<file path="src/rtl/apb_mem_slave_v2_if.sv">
// APB4 master-side and memory REQ/GRANT signals between the bridge and its neighbours.
interface apb_mem_slave_v2_if #(
    parameter int unsigned ADDR_WIDTH = 32,
    parameter int unsigned DATA_WIDTH = 32
);
    localparam int unsigned STRB_W = DATA_WIDTH / 8;

    // APB side
    logic [ADDR_WIDTH-1:0] PADDR_m_s;
    logic                  PWRITE_m_s;
    logic                  PSEL_m_s;
    logic                  PENABLE_m_s;
    logic [DATA_WIDTH-1:0] PWDATA_m_s;
    logic [STRB_W-1:0]     PSTRB_m_s;
    logic                  PREADY_s_m;
    logic                  PSLVERR_s_m;
    logic [DATA_WIDTH-1:0] PRDATA_s_m;

    // Memory side
    logic [ADDR_WIDTH-1:0] ADDR_p_e;
    logic                  WRITE_p_e;
    logic [DATA_WIDTH-1:0] WDATA_p_e;
    logic [STRB_W-1:0]     STRB_p_e;
    logic                  REQ_p_e;
    logic                  GRANT_e_p;
    logic [DATA_WIDTH-1:0] RDATA_e_p;

    // Bridge view
    modport slave (
        input  PADDR_m_s, PWRITE_m_s, PSEL_m_s, PENABLE_m_s, PWDATA_m_s, PSTRB_m_s,
        output PREADY_s_m, PSLVERR_s_m, PRDATA_s_m,
        output ADDR_p_e, WRITE_p_e, WDATA_p_e, STRB_p_e, REQ_p_e,
        input  GRANT_e_p, RDATA_e_p
    );

    // Environment view: APB master plus memory responder
    modport master (
        output PADDR_m_s, PWRITE_m_s, PSEL_m_s, PENABLE_m_s, PWDATA_m_s, PSTRB_m_s,
        input  PREADY_s_m, PSLVERR_s_m, PRDATA_s_m,
        input  ADDR_p_e, WRITE_p_e, WDATA_p_e, STRB_p_e, REQ_p_e,
        output GRANT_e_p, RDATA_e_p
    );
endinterface

</file>
<file path="src/rtl/apb_mem_slave_v2.sv">
// APB4 slave that forwards checked transfers onto a memory REQ/GRANT port,
// with read-only window, alignment/range checks, grant timeout and error counter.
module apb_mem_slave_v2 #(
    parameter int unsigned ADDR_WIDTH = 32,
    parameter int unsigned DATA_WIDTH = 32,
    parameter int unsigned TIMEOUT    = 16,
    parameter int unsigned ERR_CNT_W  = 8
) (
    input  logic                  PCLK,
    input  logic                  PRESET,
    apb_mem_slave_v2_if.slave     bus,
    input  logic [ADDR_WIDTH-1:0] MaxAddr,
    input  logic [ADDR_WIDTH-1:0] RoBase,
    output logic [ERR_CNT_W-1:0]  ErrCnt
);

    localparam int unsigned STRB_W  = DATA_WIDTH / 8;
    localparam int unsigned TO_W    = (TIMEOUT == 0) ? 1 : $clog2(TIMEOUT + 1);
    localparam int unsigned TO_LAST = (TIMEOUT == 0) ? 0 : TIMEOUT - 1;
    localparam logic [ADDR_WIDTH-1:0] ALIGN_MASK = ADDR_WIDTH'(STRB_W - 1);

    typedef enum logic [1:0] {
        S_IDLE = 2'd0,
        S_REQ  = 2'd1,
        S_RESP = 2'd2,
        S_ERR  = 2'd3
    } state_e;

    state_e                state_q, state_d;
    logic                  pready_q, pready_d;
    logic                  pslverr_q, pslverr_d;
    logic [DATA_WIDTH-1:0] prdata_q, prdata_d;
    logic [ADDR_WIDTH-1:0] addr_q, addr_d;
    logic                  write_q, write_d;
    logic [DATA_WIDTH-1:0] wdata_q, wdata_d;
    logic [STRB_W-1:0]     strb_q, strb_d;
    logic                  req_q, req_d;
    logic [ERR_CNT_W-1:0]  errcnt_q, errcnt_d;
    logic [TO_W-1:0]       tocnt_q, tocnt_d;
    logic                  abort_q, abort_d;

    logic setup_c;
    logic chk_err_c;
    logic aborting_c;
    logic enter_err_c;

    // Setup-phase decode and address checks
    always_comb begin
        setup_c   = bus.PSEL_m_s && !bus.PENABLE_m_s;
        chk_err_c = (bus.PADDR_m_s > MaxAddr)
                 || (|(bus.PADDR_m_s & ALIGN_MASK))
                 || (bus.PWRITE_m_s && (bus.PADDR_m_s >= RoBase));
    end

    // Next-state and registered-output computation
    always_comb begin
        state_d     = state_q;
        pready_d    = 1'b0;
        pslverr_d   = 1'b0;
        prdata_d    = '0;
        addr_d      = addr_q;
        write_d     = write_q;
        wdata_d     = wdata_q;
        strb_d      = strb_q;
        req_d       = req_q;
        errcnt_d    = errcnt_q;
        tocnt_d     = tocnt_q;
        abort_d     = abort_q;
        aborting_c  = 1'b0;
        enter_err_c = 1'b0;

        case (state_q)
            S_IDLE: begin
                if (setup_c) begin
                    addr_d  = bus.PADDR_m_s;
                    write_d = bus.PWRITE_m_s;
                    if (bus.PWRITE_m_s) begin
                        wdata_d = bus.PWDATA_m_s;
                        strb_d  = bus.PSTRB_m_s;
                    end else begin
                        strb_d  = '1;
                    end
                    tocnt_d = '0;
                    abort_d = 1'b0;
                    if (chk_err_c) begin
                        state_d     = S_ERR;
                        pready_d    = 1'b1;
                        pslverr_d   = 1'b1;
                        enter_err_c = 1'b1;
                    end else begin
                        state_d = S_REQ;
                        req_d   = 1'b1;
                    end
                end
            end

            S_REQ: begin
                // A master that drops PSEL gets no response, but the memory access still finishes
                if (!bus.PSEL_m_s) begin
                    abort_d = 1'b1;
                end
                aborting_c = abort_q || !bus.PSEL_m_s;
                if (bus.GRANT_e_p) begin
                    req_d = 1'b0;
                    if (aborting_c) begin
                        state_d = S_IDLE;
                    end else begin
                        state_d  = S_RESP;
                        pready_d = 1'b1;
                        prdata_d = write_q ? '0 : bus.RDATA_e_p;
                    end
                end else if ((TIMEOUT != 0) && (tocnt_q == TO_W'(TO_LAST))) begin
                    req_d = 1'b0;
                    if (aborting_c) begin
                        state_d = S_IDLE;
                    end else begin
                        state_d     = S_ERR;
                        pready_d    = 1'b1;
                        pslverr_d   = 1'b1;
                        enter_err_c = 1'b1;
                    end
                end else begin
                    tocnt_d = tocnt_q + TO_W'(1);
                end
            end

            S_RESP:  state_d = S_IDLE;
            S_ERR:   state_d = S_IDLE;
            default: state_d = S_IDLE;
        endcase

        if (enter_err_c && (errcnt_q != '1)) begin
            errcnt_d = errcnt_q + ERR_CNT_W'(1);
        end
    end

    // State and output registers with synchronous reset
    always_ff @(posedge PCLK) begin
        if (PRESET) begin
            state_q   <= S_IDLE;
            pready_q  <= 1'b0;
            pslverr_q <= 1'b0;
            prdata_q  <= '0;
            addr_q    <= '0;
            write_q   <= 1'b0;
            wdata_q   <= '0;
            strb_q    <= '0;
            req_q     <= 1'b0;
            errcnt_q  <= '0;
            tocnt_q   <= '0;
            abort_q   <= 1'b0;
        end else begin
            state_q   <= state_d;
            pready_q  <= pready_d;
            pslverr_q <= pslverr_d;
            prdata_q  <= prdata_d;
            addr_q    <= addr_d;
            write_q   <= write_d;
            wdata_q   <= wdata_d;
            strb_q    <= strb_d;
            req_q     <= req_d;
            errcnt_q  <= errcnt_d;
            tocnt_q   <= tocnt_d;
            abort_q   <= abort_d;
        end
    end

    assign bus.PREADY_s_m  = pready_q;
    assign bus.PSLVERR_s_m = pslverr_q;
    assign bus.PRDATA_s_m  = prdata_q;
    assign bus.ADDR_p_e    = addr_q;
    assign bus.WRITE_p_e   = write_q;
    assign bus.WDATA_p_e   = wdata_q;
    assign bus.STRB_p_e    = strb_q;
    assign bus.REQ_p_e     = req_q;
    assign ErrCnt          = errcnt_q;

endmodule

</file>
<file path="src/flat_wrapper.sv">
// flat-port wrapper written by rule: the top's interface ports become plain ports
module apb_mem_slave_v2_flat 
#(
    parameter int unsigned ADDR_WIDTH = 32,
    parameter int unsigned DATA_WIDTH = 32,
    parameter int unsigned TIMEOUT    = 16,
    parameter int unsigned ERR_CNT_W  = 8
)
  (PCLK, PRESET, MaxAddr, RoBase, ErrCnt, bus_PADDR_m_s, bus_PWRITE_m_s, bus_PSEL_m_s, bus_PENABLE_m_s, bus_PWDATA_m_s, bus_PSTRB_m_s, bus_PREADY_s_m, bus_PSLVERR_s_m, bus_PRDATA_s_m, bus_ADDR_p_e, bus_WRITE_p_e, bus_WDATA_p_e, bus_STRB_p_e, bus_REQ_p_e, bus_GRANT_e_p, bus_RDATA_e_p);
  apb_mem_slave_v2_if #(.ADDR_WIDTH(ADDR_WIDTH), .DATA_WIDTH(DATA_WIDTH)) bus_i ();
  input  logic PCLK;
  input  logic PRESET;
  input  logic [ADDR_WIDTH-1:0] MaxAddr;
  input  logic [ADDR_WIDTH-1:0] RoBase;
  output logic [ERR_CNT_W-1:0] ErrCnt;
  input wire logic [$bits(bus_i.PADDR_m_s)-1:0] bus_PADDR_m_s;
  input wire logic [$bits(bus_i.PWRITE_m_s)-1:0] bus_PWRITE_m_s;
  input wire logic [$bits(bus_i.PSEL_m_s)-1:0] bus_PSEL_m_s;
  input wire logic [$bits(bus_i.PENABLE_m_s)-1:0] bus_PENABLE_m_s;
  input wire logic [$bits(bus_i.PWDATA_m_s)-1:0] bus_PWDATA_m_s;
  input wire logic [$bits(bus_i.PSTRB_m_s)-1:0] bus_PSTRB_m_s;
  output wire logic [$bits(bus_i.PREADY_s_m)-1:0] bus_PREADY_s_m;
  output wire logic [$bits(bus_i.PSLVERR_s_m)-1:0] bus_PSLVERR_s_m;
  output wire logic [$bits(bus_i.PRDATA_s_m)-1:0] bus_PRDATA_s_m;
  output wire logic [$bits(bus_i.ADDR_p_e)-1:0] bus_ADDR_p_e;
  output wire logic [$bits(bus_i.WRITE_p_e)-1:0] bus_WRITE_p_e;
  output wire logic [$bits(bus_i.WDATA_p_e)-1:0] bus_WDATA_p_e;
  output wire logic [$bits(bus_i.STRB_p_e)-1:0] bus_STRB_p_e;
  output wire logic [$bits(bus_i.REQ_p_e)-1:0] bus_REQ_p_e;
  input wire logic [$bits(bus_i.GRANT_e_p)-1:0] bus_GRANT_e_p;
  input wire logic [$bits(bus_i.RDATA_e_p)-1:0] bus_RDATA_e_p;
  assign bus_i.PADDR_m_s = bus_PADDR_m_s;
  assign bus_i.PWRITE_m_s = bus_PWRITE_m_s;
  assign bus_i.PSEL_m_s = bus_PSEL_m_s;
  assign bus_i.PENABLE_m_s = bus_PENABLE_m_s;
  assign bus_i.PWDATA_m_s = bus_PWDATA_m_s;
  assign bus_i.PSTRB_m_s = bus_PSTRB_m_s;
  assign bus_PREADY_s_m = bus_i.PREADY_s_m;
  assign bus_PSLVERR_s_m = bus_i.PSLVERR_s_m;
  assign bus_PRDATA_s_m = bus_i.PRDATA_s_m;
  assign bus_ADDR_p_e = bus_i.ADDR_p_e;
  assign bus_WRITE_p_e = bus_i.WRITE_p_e;
  assign bus_WDATA_p_e = bus_i.WDATA_p_e;
  assign bus_STRB_p_e = bus_i.STRB_p_e;
  assign bus_REQ_p_e = bus_i.REQ_p_e;
  assign bus_i.GRANT_e_p = bus_GRANT_e_p;
  assign bus_i.RDATA_e_p = bus_RDATA_e_p;
  apb_mem_slave_v2 #(.ADDR_WIDTH(ADDR_WIDTH), .DATA_WIDTH(DATA_WIDTH), .TIMEOUT(TIMEOUT), .ERR_CNT_W(ERR_CNT_W)) u_core (.PCLK(PCLK), .PRESET(PRESET), .bus(bus_i), .MaxAddr(MaxAddr), .RoBase(RoBase), .ErrCnt(ErrCnt));
endmodule
</file>
<file path="config.mk">
export PLATFORM = sky130hd
export DESIGN_NAME = apb_mem_slave_v2_flat
export DESIGN_NICKNAME = d
export VERILOG_FILES = /design/src/rtl/apb_mem_slave_v2_if.sv /design/src/rtl/apb_mem_slave_v2.sv /design/src/flat_wrapper.sv
export SDC_FILE = /design/constraint.sdc
export NUM_CORES = 1
export LEC_CHECK = 0
export CORE_MARGIN = 1
export CORE_UTILIZATION = 28
export CTS_CLUSTER_DIAMETER = 60
export CTS_CLUSTER_SIZE = 12
export DETAILED_ROUTE_END_ITERATION = 8
export GPL_TIMING_DRIVEN = 0
export SYNTH_ARGS = -nofsm -noshare
export SYNTH_HDL_FRONTEND = slang
export SYNTH_SLANG_ARGS = --single-unit
</file>
<file path="constraint.sdc">
create_clock -name PCLK -period 2.95 [get_ports PCLK]
set_input_delay 0.295 -clock PCLK [delete_from_list [all_inputs] [get_ports PCLK]]
set_output_delay 0.295 -clock PCLK [all_outputs]
set_load 0.05 [all_outputs]
</file>
# After elaboration in Yosys (flattened, before gate mapping)
# Cells that the tools add are included.
[word_totals] register_bits=120 input_bits=170 out_inout_bits=112
[classes] n_addsub=2 magnitude_cmp=2 n_eq_ne=11 n_mux=28 bitwise_logic=2 n_reduce_logical=19
[op_table] operator="32-bit >= comparator" count=1
[op_table] operator="32-bit greater-than comparator" count=1
[op_table] operator="5-bit two-way mux" count=3
[op_table] operator="1-bit two-way mux" count=12
[op_table] operator="2-bit two-way mux" count=6
[op_table] operator="5-bit case mux with 2 select lines" count=1
[op_table] operator="8-bit by 1-bit adder with 8-bit output, second input constant" count=1
[op_table] operator="2-bit != test, second input constant" count=4
[op_table] operator="8-bit != test, second input constant" count=1
[op_table] operator="1-bit case mux with 2 select lines" count=4
[op_table] operator="4-bit AND reduction" count=2
[op_table] operator="2-bit case mux with 3 select lines" count=1
[op_table] operator="3-bit AND reduction" count=2
[op_table] operator="5-bit by 1-bit adder with 5-bit output, second input constant" count=1
[op_table] operator="5-bit by 4-bit equality test with 1-bit output, second input constant" count=1
[op_table] operator="5-bit OR reduction" count=1
[op_table] operator="2-bit equality test, second input constant" count=2
[op_table] operator="4-bit two-way mux" count=1
[op_table] operator="2-bit AND reduction" count=2
[op_table] operator="2-bit OR reduction" count=2
[op_table] operator="1-bit logical AND" count=3
[op_table] operator="1-bit logical OR" count=3
[op_table] operator="3-bit by 2-bit != test with 1-bit output, second input constant" count=1
[op_table] operator="2-bit by 1-bit equality test with 1-bit output, second input constant" count=1
[op_table] operator="other kinds (5)" count=7

# Logic depth before layout (Yosys ltp)
[depth] depth_word=7 mapped_depth=10 depth_no_buf=10

# Least setup slack after synthesis
# No wires, ideal clock.
[synth_path] path_kind="input port to flip-flop" from="in MaxAddr[14]" to="reg u_core.errcnt_q[3] (netlist: u_core.ErrCnt[3])" arrival_ns=2.285 setup_slack_ns=0.544 stages=10 path_cell_list="inv_1 > ha_1 > a21oi_1 > nand2_1 > a221o_1 > a211o_1 > a32oi_1 > a21oi_1 > o2111a_1 > mux2_4"
[synth_between] elab_chain_len=7
[synth_rtl] element="from (decl)" line_no="flat_wrapper.sv:13" rtl="input logic [ADDR_WIDTH-1:0] MaxAddr;"
[synth_rtl] element="32-bit greater-than comparator" line_no="apb_mem_slave_v2.sv:50" rtl="chk_err_c = (bus.PADDR_m_s > MaxAddr)"
[synth_rtl] element="1-bit logical OR" line_no="apb_mem_slave_v2.sv:51" rtl="|| (|(bus.PADDR_m_s & ALIGN_MASK))"
[synth_rtl] element="1-bit logical OR" line_no="apb_mem_slave_v2.sv:52" rtl="|| (bus.PWRITE_m_s && (bus.PADDR_m_s >= RoBase));"
[synth_rtl] element="1-bit two-way mux" line_no="apb_mem_slave_v2.sv:85" rtl="if (chk_err_c) begin"
[synth_rtl] element="1-bit two-way mux" line_no="apb_mem_slave_v2.sv:74" rtl="if (setup_c) begin"
[synth_rtl] element="1-bit case mux with 2 select lines" line_no="apb_mem_slave_v2.sv:72" rtl="case (state_q)"
[synth_rtl] element="1-bit logical AND" line_no="apb_mem_slave_v2.sv:132" rtl="if (enter_err_c && (errcnt_q != '1)) begin"
[synth_rtl] element="to (signal assigned)" line_no="apb_mem_slave_v2.sv:162" rtl="errcnt_q <= errcnt_d;"
[synth_rtl] element="to (decl)" line_no="apb_mem_slave_v2.sv:38" rtl="logic [ERR_CNT_W-1:0] errcnt_q, errcnt_d;"
# No other way between the ends.
# A chain may end at the register's enable or synchronous reset.

# Worst setup path after layout
[layout_path] from="in bus_PADDR_m_s[29]" to="reg u_core.errcnt_q[4] (netlist: u_core.ErrCnt[4])"
[layout_between] elab_chain_len=7 word_cells_on_any_way=9 cone_classes="2 x order compare; 3 x mux; 4 x reduce/logical"
[layout_rtl] element="from (decl)" line_no="flat_wrapper.sv:16" rtl="input wire logic [$bits(bus_i.PADDR_m_s)-1:0] bus_PADDR_m_s;"
[layout_rtl] element="32-bit greater-than comparator / 32-bit >= comparator (equally long branches)" line_no="apb_mem_slave_v2.sv:50, apb_mem_slave_v2.sv:52"
[layout_rtl] element="1-bit logical OR / 1-bit logical AND (equally long branches)" line_no="apb_mem_slave_v2.sv:51, apb_mem_slave_v2.sv:52"
[layout_rtl] element="1-bit logical OR *" line_no="apb_mem_slave_v2.sv:52"
[layout_rtl] element="1-bit two-way mux *" line_no="apb_mem_slave_v2.sv:85"
[layout_rtl] element="1-bit two-way mux *" line_no="apb_mem_slave_v2.sv:74"
[layout_rtl] element="1-bit case mux with 2 select lines *" line_no="apb_mem_slave_v2.sv:72"
[layout_rtl] element="1-bit logical AND *" line_no="apb_mem_slave_v2.sv:132"
# Mark *: on every way between the ends. The rest lies on a longest branch, timed or not.

==> impl_metrics.sql <==
INSERT INTO impl_metrics (metric_group, metric, value, unit) VALUES
('layout', 'post_route_cells_drive_above_1_share', '4.67', '%'),
('layout', 'num-nets-final', '1252', ''),
('power', 'powerDensity', '501', 'nW/um2'),
('global_route', 'grt_met2_usage', '31.1', '%'),
('global_route', 'vias_in_the_first_global_route', '5668', ''),
('logic_synthesis', 'netlist_instances', '715', ''),
('global_route', 'use_met1', '20.5', '%'),
('detailed_routing', 'drt.antenna.violating_nets', '0', ''),
('detailed_routing', 'post-route-drc-count', '0', ''),
('sta', 'hold_slack', '0.429', 'ns'),
('cts', 'cts-root-to-sink-buffers', '2', ''),
('cts', 'cts_hold_buf', '0', ''),
('cts', 'root_buffer', 'sky130_fd_sc_hd__clkbuf_16', ''),
('detailed_routing', 'route.vias.total', '5764', ''),
('global_route', 'antenna_found_initial', '0', ''),
('sta', 'maxClockFrequency', '356', 'MHz'),
('detailed_routing', 'dr.pass1.iters', '4', ''),
('setup_path', 'buffers_plus_inverters_on_the_worst_setup_path', '1', ''),
('logic_synthesis', 'async_flop_share', '0', '%'),
('setup_path', 'max_stage_delay', '0.46', 'ns'),
('place', 'io_buffer_count', '281', ''),
('setup_path', 'path_max_fanout', '4', ''),
('cts', 'cts_tree', 'done', ''),
('cts', 'tritoncts.num_buffers', '17', ''),
('power', 'max-vdd-ir-drop', '0.000393', 'V'),
('logic_synthesis', 'syn-num-nets', '952', ''),
('global_route', 'grt_pass1_wl', '29600', 'um'),
('floorplanning', 'initial_utilization', '28.7', '%'),
('cts', 'cts_num_sinks', '120', ''),
('logic_synthesis', 'synth-seq-area-share', '41.2', '%'),
('global_route', 'global_route.overflow_total', '0', ''),
('detailed_routing', 'wl_per_instance', '14.6', 'um'),
('power', 'power_leakage', '3.95', 'nW'),
('sta', 'slew-limit-headroom', '49.2', '%'),
('floorplanning', 'die_height', '146', 'um'),
('setup_path', 'timing.critical_path.cells', 'clkdlybuf4s50_1, ha_1, nand3_1, or2_1, nor4_4, nor3b_2, nor3_2, a21o_4, a211oi_2, mux2_2', ''),
('run', 'drv.max_cap_violation_count', '0', ''),
('layout', 'postLayoutCellArea', '9640', 'um2'),
('place', 'dpl.hpwl', '15200', 'um'),
('global_route', 'groute.layer.met3.usage', '5.84', '%'),
('cts', 'clock_insertion_delay_worst_skew', '0.42', 'ns'),
('setup_path', 'cpLargestDelayFamily', 'simple AND/OR/NAND/NOR gates', ''),
('layout', 'postLayoutCoreUtil', '47.5', '%'),
('setup_path', 'critPathCaptureType', 'register', ''),
('sta', 'fin_crit', '2.81', 'ns'),
('setup_path', 'kind_of_start_point_of_the_critical_path', 'primary input', ''),
('logic_synthesis', 'avgSynthCellArea', '8.16', 'um2'),
('place', 'placed_area', '8980', 'um2'),
('logic_synthesis', 'postSynth.topFlopCell', 'sky130_fd_sc_hd__dfxtp_1', ''),
('global_route', 'grt_max_degree', '17', ''),
('global_route', 'global_route.peak_usage_layer', 'met2', ''),
('sta', 'tightestPinTransition', '0.751', 'ns'),
('global_route', 'grt_use_total', '17.7', '%'),
('detailed_routing', 'detail_route.wirelength', '19000', 'um'),
('setup_path', 'critPathKind', 'in -> reg', ''),
('layout', 'commonest_non_fill_non_tap_cells_in_the_layout', '281 x sky130_fd_sc_hd__clkdlybuf4s50_1, 158 x sky130_fd_sc_hd__nand2_1, 120 x sky130_fd_sc_hd__dfxtp_1', ''),
('sta', 'unrepaired_setup_endpoints_after_global_routing', 'no', ''),
('layout', 'fillers', '2051', ''),
('floorplanning', 'chipWidth', '146', 'um'),
('logic_synthesis', 'synth_register_bits', '120', ''),
('cts', 'cts.repair_timing.setup_buffer_count', '0', ''),
('run_status', 'run_status', 'complete, no violations', ''),
('logic_synthesis', 'netlist_area', '5830', 'um2'),
('setup_path', 'timing.critical_path.slowest_stage_cell', 'sky130_fd_sc_hd__clkdlybuf4s50_1', ''),
('detailed_routing', 'drt-initial-drc-count', '187', ''),
('sta', 'endpoints_failing_setup', '0', ''),
('floorplanning', 'count_of_pins_on_the_block_boundary', '282', ''),
('logic_synthesis', 'synth-edff-count', '0', ''),
('floorplanning', 'floorplan.rows', '52', ''),
('hold_path', 'hold_class', 'in -> reg', ''),
('logic_synthesis', 'yosys.cell_types.count', '48', '');
metal layers:
layer / routed length (um) / vias up / share of wire (%)
met5: 0 / - / 0
met2: 9160 / 183 / 48
met3: 1290 / 16 / 6.8
met4: 261 / 0 / 1.4
li1: - / 2988 / -
met1: 8250 / 2577 / 44
final cells by class:
cell class | count | area (um2) | area share (%)
inverter | 69 | 259 | 2.69
clock inverter | 14 | 188 | 1.95
tap | 270 | 338 | 3.50
timing repair buffer | 281 | 2810 | 29.2
clock buffer | 18 | 439 | 4.55
sequential | 120 | 2400 | 24.9
multi-input combinational | 497 | 3100 | 32.1
buffer | 29 | 109 | 1.13
logic make-up (layout without fill, tap and decap cells):
family	Yosys count	after routing	share of synthesized area, %
simple gates	284	284	22.6
fa+ha+maj	67	67	14.4
flops	120	120	41.2
mux	7	7	1.39
compound gates	137	137	13.8
xor+xnor	2	2	0.300
buf+inv	98	411	6.30
sequential cells by signal, indices dropped and copies added (netlist names):
name                    flops
u_core.abort_q              1
u_core.state_q              2
u_core.bus.WRITE_p_e        1
u_core.bus.STRB_p_e         4
u_core.tocnt_q              5
u_core.bus.REQ_p_e          1
u_core.bus.PSLVERR_s_m      1
u_core.ErrCnt               8
u_core.bus.PRDATA_s_m      32
u_core.bus.ADDR_p_e        32
u_core.bus.PREADY_s_m       1
u_core.bus.WDATA_p_e       32
Yosys cell counts, types with 2 or more instances:
| cell type | count | area, um2 |
|---|---|---|
| sky130_fd_sc_hd__a211oi_1 | 5 | 37.5 |
| sky130_fd_sc_hd__xor2_1 | 2 | 17.5 |
| sky130_fd_sc_hd__nor3b_1 | 5 | 37.5 |
| sky130_fd_sc_hd__a31oi_1 | 2 | 12.5 |
| sky130_fd_sc_hd__ha_1 | 67 | 838 |
| sky130_fd_sc_hd__nor2b_1 | 7 | 43.8 |
| sky130_fd_sc_hd__a211o_1 | 2 | 17.5 |
| sky130_fd_sc_hd__nor3_1 | 11 | 55.1 |
| sky130_fd_sc_hd__and2_1 | 35 | 219 |
| sky130_fd_sc_hd__a21o_1 | 5 | 37.5 |
| sky130_fd_sc_hd__nand4_1 | 8 | 50.1 |
| sky130_fd_sc_hd__and3_1 | 6 | 37.5 |
| sky130_fd_sc_hd__inv_1 | 69 | 259 |
| sky130_fd_sc_hd__nand2_1 | 158 | 593 |
| sky130_fd_sc_hd__a21oi_1 | 96 | 480 |
| sky130_fd_sc_hd__o21ai_0 | 13 | 65.1 |
| sky130_fd_sc_hd__mux2_2 | 4 | 45.0 |
| sky130_fd_sc_hd__nand3_1 | 13 | 65.1 |
| sky130_fd_sc_hd__buf_1 | 3 | 11.3 |
| sky130_fd_sc_hd__nor2_1 | 29 | 109 |
| sky130_fd_sc_hd__and4_1 | 3 | 26.3 |
| sky130_fd_sc_hd__nor4_2 | 2 | 25.0 |
| sky130_fd_sc_hd__clkbuf_1 | 26 | 97.6 |
| sky130_fd_sc_hd__dfxtp_1 | 120 | 2400 |
final timing paths:
kind                                    startpoint                                    end  slack [ns]  cells after the start
max                              bus_PADDR_m_s[29]          u_core.ErrCnt[4]$_SDFFE_PP0P_        0.14                     10
min                              bus_PWDATA_m_s[4]   u_core.bus.WDATA_p_e[4]$_SDFFE_PP0P_        0.43                      3
max reg2reg         u_core.state_q[0]$_SDFFE_PP0P_         u_core.tocnt_q[1]$_SDFFE_PP0P_        0.83                      7
min reg2reg  u_core.bus.WDATA_p_e[27]$_SDFFE_PP0P_  u_core.bus.WDATA_p_e[27]$_SDFFE_PP0P_        0.45                      2
through the flow:
stage,total power [mW],cells,setup WS [ns],setup TNS (ns)
4_1_cts,4.90,1298,0.0859,0
3_3_place_gp,2.66,1266,-0.372,-2.33
5_1_grt,5.06,1298,0.0104,0
2_1_floorplan,2.22,715,0.544,0
3_5_place_dp,2.67,1266,-0.350,-2.36
6_report,4.83,1298,0.143,0
tightest hold or removal path, delay by kind of cell:
| kind | cells | cell delay [ns] |
|---|---|---|
| buf+inv | 1 | 0.39 |
| compound gates | 1 | 0.05 |
| simple gates | 1 | 0.06 |
what timing repair did:
action,in CTS,in global routing
resized for setup,0,4
endpoints found under the setup margin,0,4
endpoints found under the hold margin,0,0
report_power, final:
| part | internal (mW) | switching, mW | total (mW) |
|---|---|---|---|
| combinational | 0.418 | 0.504 | 0.922 |
| sequential | 1.68 | 0.0311 | 1.71 |
| clock | 1.38 | 0.824 | 2.20 |
Power figures use the tool's default switching activity.
